**src/rtl/thiele_fuzz_pkg.sv**
```systemverilog
// Shared definitions for the fuzz instruction stream: opcodes, field layout,
// LFSR default polynomial, HALT word and the random-word builder.
package thiele_fuzz_pkg;

   // Opcode values mirror generated_opcodes.vh so the executor and generator agree.
   localparam logic [7:0] OPCODE_PNEW     = 8'h00;
   localparam logic [7:0] OPCODE_XOR_LOAD = 8'h0A;
   localparam logic [7:0] OPCODE_XOR_ADD  = 8'h0B;
   localparam logic [7:0] OPCODE_XOR_SWAP = 8'h0C;
   localparam logic [7:0] OPCODE_EMIT     = 8'h0E;
   localparam logic [7:0] OPCODE_HALT     = 8'hFF;

   // Instruction word layout: {opcode, a, b, 8'h00}.
   localparam int OP_LSB = 24;
   localparam int A_LSB  = 16;
   localparam int B_LSB  = 8;

   localparam logic [31:0] DEFAULT_LFSR_POLY = 32'h8020_0003;
   localparam logic [31:0] HALT_WORD         = {OPCODE_HALT, 24'h0};

   typedef enum logic [1:0] {
      ST_IDLE   = 2'd0,
      ST_GEN    = 2'd1,
      ST_HALT_W = 2'd2
   } fsm_state_t;

   // True when the word built from LFSR state s is a PNEW.
   function automatic logic is_pnew(input logic [2:0] sel);
      return (sel == 3'd0) || (sel == 3'd5);
   endfunction

   // Build the random instruction word for LFSR state s.
   function automatic logic [31:0] build_word(input logic [31:0] s);
      logic [7:0]  op;
      logic [7:0]  a;
      logic [7:0]  b;
      logic [31:0] w;
      op = OPCODE_PNEW;
      a  = 8'h00;
      b  = 8'h00;
      case (s[2:0])
         3'd0, 3'd5: begin
            op = OPCODE_PNEW;
            a  = {2'b0, s[13:8]};
            b  = 8'h00;
         end
         3'd1, 3'd6: begin
            op = OPCODE_XOR_LOAD;
            a  = {3'b0, s[12:8]};
            b  = s[23:16];
         end
         3'd2, 3'd7: begin
            op = OPCODE_XOR_ADD;
            a  = {3'b0, s[12:8]};
            b  = {3'b0, s[20:16]};
         end
         3'd3: begin
            op = OPCODE_XOR_SWAP;
            a  = {3'b0, s[12:8]};
            b  = {3'b0, s[20:16]};
         end
         default: begin
            op = OPCODE_EMIT;
            a  = s[15:8];
            b  = s[23:16];
         end
      endcase
      w = {op, a, b, 8'h00};
      // The executor stops on an all-zero word, so never emit one mid-program.
      if (w == 32'h0) begin
         w[B_LSB +: 8] = 8'h01;
      end
      return w;
   endfunction

endpackage

```
**src/rtl/fuzz_lfsr32.sv**
```systemverilog
// 32-bit Galois LFSR with synchronous load and single-step advance.
module fuzz_lfsr32
   import thiele_fuzz_pkg::*;
#(
   parameter logic [31:0] POLY = DEFAULT_LFSR_POLY
) (
   input  logic        clk,
   input  logic        rst_n,
   input  logic        load,
   input  logic [31:0] load_value,
   input  logic        advance,
   output logic [31:0] state
);

   logic [31:0] step_value;

   // One Galois step: shift right, fold taps in when the outgoing bit is 1.
   always_comb begin
      step_value = state[0] ? ((state >> 1) ^ POLY) : (state >> 1);
   end

   // State register; load has priority over advance.
   always_ff @(posedge clk or negedge rst_n) begin
      if (!rst_n) begin
         state <= 32'h1;
      end else if (load) begin
         state <= load_value;
      end else if (advance) begin
         state <= step_value;
      end
   end

endmodule

```
**src/rtl/fuzz_program_gen.sv**
```systemverilog
// Streams a seeded pseudo-random program terminated by HALT and predicts the
// number of distinct PNEW regions (mu-discovery count) the executor will see.
//
// Handshake: a word transfers on a cycle where instr_valid && instr_ready at the
// rising clock edge; while instr_valid is high, instr_data/instr_index hold
// steady until that transfer, and instr_ready is ignored when instr_valid is low.
module fuzz_program_gen
   import thiele_fuzz_pkg::*;
#(
   parameter int          MAX_INSTRUCTIONS = 256,
   parameter logic [31:0] LFSR_POLY        = DEFAULT_LFSR_POLY,
   parameter int          REGION_MAX       = 63
) (
   input  logic        clk,
   input  logic        rst_n,
   input  logic        start,
   input  logic [31:0] seed,
   input  logic [7:0]  prog_len,
   output logic        instr_valid,
   input  logic        instr_ready,
   output logic [31:0] instr_data,
   output logic [7:0]  instr_index,
   output logic        busy,
   output logic        done,
   output logic [6:0]  mu_pred
);

   localparam logic [7:0] LEN_CAP = 8'(MAX_INSTRUCTIONS - 1);

   fsm_state_t          state;
   fsm_state_t          state_next;
   logic [7:0]          len;
   logic [7:0]          index;
   logic [REGION_MAX:0] seen;
   logic [31:0]         lfsr_state;
   logic [31:0]         lfsr_load_value;
   logic [7:0]          len_in;
   logic [5:0]          region;
   logic                start_accept;
   logic                accept;
   logic                gen_accept;
   logic                halt_accept;
   logic                new_region;

   // Handshake qualifiers and start/length sampling.
   always_comb begin
      start_accept    = (state == ST_IDLE) && start;
      accept          = instr_valid && instr_ready;
      gen_accept      = (state == ST_GEN) && accept;
      halt_accept     = (state == ST_HALT_W) && accept;
      len_in          = (prog_len > LEN_CAP) ? LEN_CAP : prog_len;
      lfsr_load_value = (seed == 32'h0) ? 32'h1 : seed;
      region          = lfsr_state[13:8];
      new_region      = gen_accept && is_pnew(lfsr_state[2:0]) && !seen[region];
   end

   fuzz_lfsr32 #(.POLY(LFSR_POLY)) u_lfsr (
      .clk        (clk),
      .rst_n      (rst_n),
      .load       (start_accept),
      .load_value (lfsr_load_value),
      .advance    (gen_accept),
      .state      (lfsr_state)
   );

   // FSM state register.
   always_ff @(posedge clk or negedge rst_n) begin
      if (!rst_n) begin
         state <= ST_IDLE;
      end else begin
         state <= state_next;
      end
   end

   // Next-state logic and stream outputs.
   always_comb begin
      state_next  = state;
      instr_valid = 1'b0;
      instr_data  = 32'h0;
      instr_index = 8'h0;
      busy        = 1'b0;
      case (state)
         ST_IDLE: begin
            if (start) begin
               state_next = (len_in != 8'h0) ? ST_GEN : ST_HALT_W;
            end
         end
         ST_GEN: begin
            instr_valid = 1'b1;
            instr_data  = build_word(lfsr_state);
            instr_index = index;
            busy        = 1'b1;
            if (accept && (index == len - 8'd1)) begin
               state_next = ST_HALT_W;
            end
         end
         ST_HALT_W: begin
            instr_valid = 1'b1;
            instr_data  = HALT_WORD;
            instr_index = index;
            busy        = 1'b1;
            if (accept) begin
               state_next = ST_IDLE;
            end
         end
         default: begin
            state_next = ST_IDLE;
         end
      endcase
   end

   // Length, slot index, region-seen mask, mu prediction and done flag.
   always_ff @(posedge clk or negedge rst_n) begin
      if (!rst_n) begin
         len     <= 8'h0;
         index   <= 8'h0;
         seen    <= {{REGION_MAX{1'b0}}, 1'b1};
         mu_pred <= 7'h0;
         done    <= 1'b0;
      end else if (start_accept) begin
         len     <= len_in;
         index   <= 8'h0;
         seen    <= {{REGION_MAX{1'b0}}, 1'b1};
         mu_pred <= 7'h0;
         done    <= 1'b0;
      end else begin
         if (gen_accept) begin
            index <= index + 8'd1;
         end
         if (new_region) begin
            seen[region] <= 1'b1;
            mu_pred      <= mu_pred + 7'd1;
         end
         if (halt_accept) begin
            done <= 1'b1;
         end
      end
   end

endmodule
```
**config.mk**
```make
export PLATFORM = sky130hd
export DESIGN_NAME = fuzz_program_gen
export DESIGN_NICKNAME = d
export VERILOG_FILES = /design/src/rtl/thiele_fuzz_pkg.sv /design/src/rtl/fuzz_lfsr32.sv /design/src/rtl/fuzz_program_gen.sv
export SDC_FILE = /design/constraint.sdc
export NUM_CORES = 1
export LEC_CHECK = 0
export ABC_AREA = 1
export BUFFER_PORTS_ARGS = -buffer_cell sky130_fd_sc_hd__buf_2
export CAP_MARGIN = 10
export CORE_ASPECT_RATIO = 1.75
export CORE_MARGIN = 8
export CORE_UTILIZATION = 40
export CTS_CLUSTER_DIAMETER = 150
export DETAILED_ROUTE_END_ITERATION = 16
export GPL_ROUTABILITY_DRIVEN = 0
export SLEW_MARGIN = 0
export SYNTH_ARGS = -nofsm -noshare
export SYNTH_HDL_FRONTEND = slang
export SYNTH_HIERARCHICAL = 1
export SYNTH_SLANG_ARGS = --single-unit
export TNS_END_PERCENT = 100
```
**constraint.sdc**
```tcl
create_clock -name clk -period 2.4 [get_ports clk]
set_clock_uncertainty 0.15 [all_clocks]
set_input_delay 0.12 -clock clk [delete_from_list [all_inputs] [get_ports clk]]
set_output_delay 0.12 -clock clk [all_outputs]
set_load 0.02 [all_outputs]
```
# Word-level counts from Yosys, hierarchy flattened

Index checks and enable logic that the tools add are counted.

Bitwise gates (word level): 2
Reduce and logical (&&, ||, !) cells: 25
Add/subtract/negate cells: 3
Multiplexer cells: 32
Order comparisons: 3
Equality and inequality tests: 12

Operators by type and width:

| cell                                                  | count |
|---|---|
| two-way mux 32 bit                                    | 4 |
| two-way mux 64 bit                                    | 2 |
| two-way mux 8 bit                                     | 8 |
| OR 64 bit                                             | 1 |
| case mux 32 bit (2 select lines)                      | 1 |
| logical NOT 32 bit                                    | 1 |
| case mux 8 bit (2 select lines)                       | 2 |
| logical NOT 24 bit                                    | 1 |
| case mux 4 bit (4 select lines)                       | 1 |
| two-way mux 7 bit                                     | 2 |
| == test 3 bit (second input constant)                 | 3 |
| adder 8 x 1 -> 8 bit (second input constant)          | 1 |
| == test 8 bit                                         | 1 |
| greater-than comparator 8 bit (second input constant) | 1 |
| logical AND 1 bit                                     | 8 |
| two-way mux 2 bit                                     | 4 |
| nonzero test 8 bit                                    | 1 |
| OR reduction 2 bit                                    | 4 |
| subtractor 8 x 1 -> 8 bit (second input constant)     | 1 |
| adder 7 x 1 -> 7 bit (second input constant)          | 1 |
| < comparator 6 x 7 -> 1 bit (second input constant)   | 1 |
| binary-select mux 1 bit (select 6 bit)                | 1 |
| demux 1 bit (select 6 bit)                            | 1 |
| == test 3 x 2 -> 1 bit (second input constant)        | 2 |
| other kinds (17)                                      | 24 |

Input bits: 44
Output and inout port bits: 50
Bits in registers: 122
Word-level logic and storage cells: 84

# Logic depth before layout (Yosys ltp)

Gate-level depths: netlist (run 1).

Word-level depth: 9
Depth in mapped cells: 15
Mapped depth without buffers: 15

# Cells and area by module

Netlist (run 1), hierarchy kept.

By module, submodules not included:

| module           | cells an instance | area an instance (µm²) | times used | seq. area each (µm²) |
|---|---|---|---|---|
| fuzz_program_gen | 937               | 6,080.8                | 1          | 2,253.4 |
| fuzz_lfsr32      | 186               | 1,456.4                | 1          | 802.0 |

# Worst setup path after synthesis (run 1)

No wires, ideal clock.

Path kind: register to output
From: reg, netlist name state[0]
To: out instr_data[21]
Arrival: 2.071 ns
Cell stages (with the launch flop): 5
Data required time: 2.130 ns
Path buffers: 0
Path slack: 0.059 ns
Cells stage by stage: dfrtp_1 inv_1 ha_1 nand2_1 a2111oi_0

RTL lines:

| element       | line                   | source |
|---|---|---|
| end, declared | fuzz_program_gen.sv:21 | `output logic [31:0] instr_data,` |

==> results of run 1 <==
==> layer usage <==
layer	share of wire	vias up
li1	-	3688
met1	0.41	3478
met2	0.52	175
met3	0.044	41
met4	0.023	0
met5	0	-
==> worst min-delay path by stage <==
stage             end  startpoint
3_5_place_dp   len[6]       rst_n
4_1_cts        len[6]       rst_n
2_1_floorplan    done       rst_n
6_report       len[6]       rst_n
5_1_grt        len[6]       rst_n
3_3_place_gp   len[6]       rst_n
==> sequential cells by signal (all words and copies together) (netlist names) <==
name	cells
len	8
done	1
seen	64
mu_pred	7
state	2
u_lfsr/state	32
index	8
==> power by group <==
part	total [mW]	internal, mW	switching [mW]
Clock	2.69	1.76	0.923
Sequential	2.83	2.45	0.379
Combinational	4.27	1.36	2.91
==> cells in the final DEF (no fill, tap or decap), types with 2 or more instances in the layout <==
| master | count |
|---|---|
| sky130_fd_sc_hd__buf_12 | 10 |
| sky130_fd_sc_hd__ha_1 | 6 |
| sky130_fd_sc_hd__o21bai_1 | 6 |
| sky130_fd_sc_hd__clkbuf_16 | 17 |
| sky130_fd_sc_hd__dfstp_2 | 2 |
| sky130_fd_sc_hd__dfrtp_1 | 119 |
| sky130_fd_sc_hd__clkinv_2 | 5 |
| sky130_fd_sc_hd__nor3_1 | 14 |
| sky130_fd_sc_hd__clkbuf_1 | 2 |
| sky130_fd_sc_hd__a21oi_1 | 12 |
| sky130_fd_sc_hd__o21ai_0 | 20 |
| sky130_fd_sc_hd__nand2_2 | 2 |
| sky130_fd_sc_hd__inv_2 | 3 |
| sky130_fd_sc_hd__nand3_1 | 78 |
| sky130_fd_sc_hd__clkbuf_8 | 5 |
| sky130_fd_sc_hd__conb_1 | 8 |
| sky130_fd_sc_hd__buf_4 | 26 |
| sky130_fd_sc_hd__nor2_1 | 106 |
| sky130_fd_sc_hd__xnor2_1 | 4 |
| sky130_fd_sc_hd__nand2_1 | 438 |
| sky130_fd_sc_hd__inv_1 | 109 |
| sky130_fd_sc_hd__bufinv_16 | 3 |
| sky130_fd_sc_hd__o211ai_1 | 2 |
| sky130_fd_sc_hd__o21ai_1 | 3 |
| sky130_fd_sc_hd__nand4_1 | 76 |
| sky130_fd_sc_hd__buf_2 | 84 |
| sky130_fd_sc_hd__nor4_1 | 8 |
| sky130_fd_sc_hd__xor2_1 | 5 |
| sky130_fd_sc_hd__nor2_4 | 4 |
| sky130_fd_sc_hd__dlygate4sd3_1 | 43 |
==> kinds of logic (layout without fill, tap and decap cells) <==
kind of cell | Yosys count | in the layout
adders and majority gates | 6 | 6
AOI/OAI and AO/OA | 45 | 45
and+or+nand+nor | 730 | 730
other | 1 | 8
DFF | 122 | 122
xor gates and xnor gates | 9 | 9
buffers and inverters | 210 | 308
==> cell type report <==
type / count / area (um^2)
Fill cell: 1876 / 9288
Multi-Input combinational cell: 798 / 3568
Sequential cell: 122 / 3057
Timing Repair Buffer: 163 / 1246
Clock buffer: 24 / 501.7
Inverter: 113 / 424.2
Tap cell: 238 / 297.8
Clock inverter: 8 / 115.1
==> through the flow <==
stage                     cell area (um^2)  power (mW)  hold slack [ns]  utilization
after floorplan                       7564       5.644          -0.3256            -
after global placement                8149       7.011         -0.05460       0.4405
after detailed placement              8149       7.021         -0.05566       0.4405
after CTS                             9199       9.802          0.04400       0.4973
after global routing                  9210       10.45          0.06693       0.4979
final                                 9210       9.785          0.03456       0.4979
==> what timing repair did <==
item,CTS,global route
hold endpoints to repair,163,0
resized for setup,1,4
hold buffers,43,0
setup endpoints to repair,1,7
==> results.txt, run 1 <==
The run finished with clean final reports. The area share of fa/ha/maj cells after synthesis is 0.009960. The count of final max-slew check failures is 0. The number of buffers inserted during clock tree synthesis is 17. The area growth from synthesis to layout is 22.19%.

The DRC marker count from the first detailed-route iteration is 277. The cell chosen for the clock root is sky130_fd_sc_hd__clkbuf_16. The count of cell types in the netlist is 30. The number of maximum-capacitance violations is 0. The worst register-to-register path begins at u_lfsr/state[10]. The final layout contains routed wiring with a total length of between 20 and 25 mm. The post-synth design cell area is 7537 um^2.

The count of input and output buffers is 85. At the pin with the least slew margin, the transition time is approximately 0.76 ns. The number of buffers inserted by post-CTS setup repair came out at 0.

The endpoint of the worst setup timing path is instr_data[21]. sky130_fd_sc_hd__dfrtp_1 takes more of the synthesized area than any other cell. The count of yosys warnings during synthesis is 6.

The element type at the critical path end is an output pin. The number of routed nets with antenna violations came out at 0. The classification of the worst-slack hold path is input port to async pin. The worst slew slack as a fraction of its limit is 0.4912.

In the global route stage, met2 resource usage came out at 0.3445. The delay contributed by the slowest stage of the critical path is slightly below 0.4 ns. The number of antenna violations at the first check in global routing is 0. The setup slack at placement is around 0.15 ns.

The final critical-path required period came out at 2.248 ns. The data arrival time of the worst path is ~2 ns. The global-route wire length before repair is approximately 37 mm. The required time at the worst-slack endpoint came out at 2.13 ns. The count of placed standard cells in the final layout, fillers left out is 1466. The core outline area is 18500 um^2. The post-synthesis instance total came out at approximately 1100. Of the cells placed in the final design, the portion with a size suffix greater than 1 is 0.1352. The worst setup slack after layout is 0.1522 ns. Before antenna repair, the detailed router went through 5 iterations.

Counting flops and latches in the post-synthesis netlist gives around 120. The total power divided by cell area is around 1100 nW/um^2. The via count of the first global-routing pass is 7404.

Setup slack on the worst reg-to-reg path comes out at 0.20 ns. The final number of hold-violating endpoints was 0. Of the total synthesized cell area, the portion taken by AND, OR, NAND and NOR gates is 0.4130. The top cell family by delay on the critical path is buffers and inverters. The number of synthesized flops with an enable pin is 0.

The per-cell routed wire length is roughly 15 um. After synthesis, the largest family of logic cells by area is simple AND/OR/NAND/NOR gates. Setup repair after global routing left no endpoint under its margin. The number of top-level pins is 94. After synthesis, the share of cell area in mux cells is 0. The cell depth of the worst setup path came out at 6. The maximum clock rate is between 0.4 and 0.5 GHz.

The die width came out at 119.8 um. The worst voltage drop across the vdd grid came out at 0.7033 mV. The height of the die came out at around 200 um. The most critical setup path has its startpoint at state[1].

After synthesis, the share of flip-flops with an asynchronous set or reset is 1.000. The combined global-route utilization of all metal layers is 0.1906. In the synthesized netlist the dominant register cell turns out to be sky130_fd_sc_hd__dfrtp_1. The average via count per standard cell is just over 5. The sequential cell area fraction in the yosys report came out at 0.4054. The layer carrying the most global-route usage is met2. The CTS H-tree depth is 4.

The number of cells in the design after placement is approximately 1400. The final layout net count is ~1300. The worst-path cell with the longest stage delay is sky130_fd_sc_hd__dfrtp_1. The worst register-to-register path ends at mu_pred[2].

The highest fanout seen on the critical path came out at 8. The met1 track utilization from global routing came out at 0.2139. By count the netlist is led by sky130_fd_sc_hd__nand2_1, sky130_fd_sc_hd__dfrtp_1, sky130_fd_sc_hd__inv_1, sky130_fd_sc_hd__nor2_1, sky130_fd_sc_hd__nand3_1. The signal on the critical path passes through inv_1 -> ha_1 -> buf_4 -> nand2_2 -> a2111oi_0 -> buf_2. After synthesis, the cell types taking the most area are sky130_fd_sc_hd__dfrtp_1, sky130_fd_sc_hd__nand2_1, sky130_fd_sc_hd__nand4_1.

The HPWL after detailed placement is between 10 and 15 mm. The number of antenna diodes in the final layout is 0. The effective utilization at floorplan came out at 0.4075. The pin count of the biggest net entering global routing came out at about 140. The clock reaches the later pin of the worst-skew pair after between 0.4 and 0.5 ns. The clock-pin slew of the registers on the worst-case setup and hold paths came out at about 0.050 ns. Summed over all layers, the global routing overflow is 0. The kind of critical path is flop to output pin.

In this run the core area contains 66 standard-cell rows. The final setup violation count is 0. Of the post-synthesis cell area, the dominant cell type holds 0.3984.

Counting both buffers and inverters, the worst setup path holds a total of 3. The most frequent cell after synthesis is sky130_fd_sc_hd__nand2_1. The sum of negative setup slack is 0 ns. The area fraction in compound gates after synthesis came out at 0.03337. The final critical-path share of the clock period is 0.9366. The total DRC errors in the routed layout is 0. The global-route track usage on met3 is 0.03721.

The CTS tree is built. The count of clock tree sinks came out at about 120. The static leakage came out at 5.036 nW. The average instance in the mapped netlist occupies ~6.7 um^2.

The depth of the worst register-to-register path came out at 11. The detailed router placed approximately 7400 vias in this run. The total die area came out at approximately 24000 um^2. The maximum clock path buffer count is 2. The area share of xor/xnor cells in the synthesized design came out at 0.01046. STA classifies the critical path startpoint as a flop.
(Power assumes the default switching activity.)
==> inputs of run 2 (changes only) <==
--- a/config.mk
+++ b/config.mk
@@ -14,6 +14,7 @@
 export CTS_CLUSTER_DIAMETER = 150
 export DETAILED_ROUTE_END_ITERATION = 16
 export GPL_ROUTABILITY_DRIVEN = 0
+export PLACE_DENSITY = 0.65
 export SLEW_MARGIN = 0
 export SYNTH_ARGS = -nofsm -noshare
 export SYNTH_HDL_FRONTEND = slang
==> constraint.sdc (replaced) <==
create_clock -name clk -period 2.4 [get_ports clk]
set_clock_uncertainty 0.15 [all_clocks]
set_input_delay 0.12 -clock clk [delete_from_list [all_inputs] [get_ports clk]]
set_output_delay 0.12 -clock clk [all_outputs]
set_load 0.05 [all_outputs]
==> results.txt, run 2 (synthesis results as in run 1) <==
The launch point of the worst reg-to-reg path is u_lfsr/state[8]. In the layout the commonest cells are sky130_fd_sc_hd__nand2_1, sky130_fd_sc_hd__dfrtp_1, sky130_fd_sc_hd__inv_1, sky130_fd_sc_hd__nor2_1, sky130_fd_sc_hd__nand3_1. The count of antenna diodes in the layout came out at 0 (unchanged). The DRC marker count from the first detailed-route iteration was 445 (+61%). The met2 usage in global routing is 0.3410 (-0.003534). The share of layout cells above drive strength 1 was 0.1520 (+0.01680). The combined global-route utilization of all metal layers came out at 0.1940 (+0.003389). The transition time of the tightest slew-check pin came to 0.7550 ns (-0.006432 ns).

The core outline area came out at 18500 um^2 (unchanged). The maximum clock rate came out at 0.4345 GHz (-2.3%). The setup slack at placement is -0.1784 ns (-0.3317 ns). The count of final max-slew check failures came out at 0 (unchanged). TritonCTS built the clock tree.

The number of antenna violations at the first check in global routing came out at 0 (unchanged). The effective utilization at floorplan is 0.4075 (unchanged). The number of routed nets with antenna violations is 0 (unchanged). STA classifies the critical path startpoint as a flop.

The number of rows created at floorplan came to 66 (unchanged). The data arrival time of the worst path is 2.03 ns (+0.05 ns). The count of clock tree sinks came out at 122 (unchanged). The final setup violation count came out at 0 (unchanged). The number of maximum-capacitance violations is 0 (unchanged). The clock latency on the worst-skew pair is 0.42 ns (about the same). The pin count of the biggest net entering global routing is 155 (+9.9%). The static leakage came out at 5.042 nW (+0.13%). The total congestion overflow came out at 0 (unchanged). In this run the most used layer during global routing was met2. The CTS H-tree depth is 4 (unchanged).

The slowest stage of the critical path belongs to the cell sky130_fd_sc_hd__dfrtp_1. The number of flip-flops in the largest register came out at 64 (unchanged). The met1 track utilization from global routing came out at 0.2083 (-0.005617). The via count of the first global-routing pass is 7671 (+3.6%). The total power divided by cell area is 1089 nW/um^2 (+2.5%).

The count of buffer and inverter cells on the critical path is 2 (-1). The total DRC errors in the routed layout is 0 (unchanged). The worst setup slack after layout is 0.09864 ns (-0.05355 ns). The critical path goes through nor2_1 -> buf_4 -> nand2_1 -> nor2_1 -> nand3_1 -> a21oi_1 -> buf_4. The height of the die came to 197.6 um (unchanged).

Tracing the worst setup path back leads to its startpoint at u_lfsr/state[9]. The required time at the worst-slack endpoint was 2.13 ns (about the same). The filler cell count in the final layout came to 1858 (-0.96%). The worst voltage drop across the vdd grid is 0.8911 mV (+27%). The total via count in the routed design came out at 7632 (+3.4%). The area added between synthesis and finish came out at 23.66%. The largest registers in the layout are seen (64), u_lfsr/state (32).

The number of buffers inserted during clock tree synthesis came out at 17 (unchanged). The first-pass iteration count of the detailed router came out at 5 (unchanged). The count of input and output buffers is 85 (unchanged). The final number of hold-violating endpoints came out at 0 (unchanged). The final critical-path share of the clock period is 0.9589 (+0.02231). The element type at the critical path end is an output pin. The highest fanout seen on the critical path is 6 (-2). The flow ran to the end, and the final reports show no timing, DRC or antenna violations. The global-route wire length before repair came out at 37.16 mm (+1.6%). The most frequent standard cell in the layout excluding fill and tap cells is sky130_fd_sc_hd__nand2_1. The final critical-path required period was 2.301 ns (+0.05355 ns). The placed wire-length estimate came out at 15.06 mm (+1.6%). The top cell family by delay on the critical path is simple AND/OR/NAND/NOR gates. The die width is 119.8 um (unchanged). The classification of the worst-slack hold path is input port to async pin. The maximum clock path buffer count came out at 2 (unchanged). The average via count per standard cell is 5.174 (+2.8%). The delay contributed by the slowest stage of the critical path came out at 0.44 ns (+0.05 ns). The global-route track usage on met3 came out at 0.05238 (+0.01517). The clock-pin slew of the registers on the worst-case setup and hold paths is 0.06 ns (about the same). The post-route core utilization is 0.5039 (+0.005953). Counting flops per register, the top entry is seen. The total die area came to 23660 um^2 (unchanged).

The per-cell routed wire length came out at 15.34 um (+2.1%). The final layout net count came out at 1274 (+0.71%). The cell chosen for the clock root is sky130_fd_sc_hd__clkbuf_16. The number of top-level pins is 94 (unchanged).

The setup path with the least slack is of type flop to output pin. The worst slew slack as a fraction of its limit came out at 0.4955 (+0.004298). The total detailed-routing wirelength is 22.63 mm (+2.8%).
## run 2: path summary, 6_finish.rpt
kind | cells after the start | to | slack, ns
max in group asynchronous | 3 | u_lfsr/state[0] | 1.39
max | 7 | instr_data[8] | 0.1
min in group clk | 4 | u_lfsr/state[25] | 0.32
min | 2 | index[5] | 0.03
min reg2reg | 2 | u_lfsr/state[25] | 0.33
max reg2reg | 12 | seen[4] | 0.18
## run 2: cell type report
type	count	area (um^2)	area share
repair buffers	171	1340	0.1438
flip-flops and latches	122	3058	0.3281
well taps	238	297.8	0.03195
clock inverters	14	147.6	0.01584
multi-input cells	799	3608	0.3872
inverters	113	429.2	0.04605
clock buffers	18	439.2	0.04712
## run 2: through the flow
step                      total power, mW  hold WS (ns)  cells  cell area [um^2]    TNS (ns)
after global routing                10.80       0.05883   1475              9320  -0.0008706
after global placement              7.347      -0.06852   1396              8198      -2.024
after detailed placement            7.373      -0.06692   1396              8198      -3.139
final                               10.15       0.03111   1475              9320           0
after floorplan                     6.018       -0.3256   1130              7587     -0.7159
after CTS                           10.09       0.02363   1475              9271           0
## run 2: where the power goes
group	leakage [nW]	switching, mW	internal, mW	total, mW
clock network	0.274	1.01	1.55	2.56
logic	3.14	3.35	1.45	4.80
registers	1.63	0.341	2.45	2.80
total	5.04	4.70	5.46	10.2
## run 2: timing repair
| item | 4_1_cts | 5_1_grt |
|---|---|---|
| hold buffers | 43 | 0 |
| pin swaps | 1 | 0 |
| gates cloned | 1 | 1 |
| resized for setup | 11 | 13 |
| endpoints found under the setup margin | 69 | 82 |
| buffers inserted | 4 | 0 |
| endpoints found under the hold margin | 166 | 0 |
## run 2: layer usage
metal	part of all wire	vias up
met5	0	-
met4	0.040	0
met3	0.065	69
met2	0.51	281
met1	0.38	3575
li1	-	3707
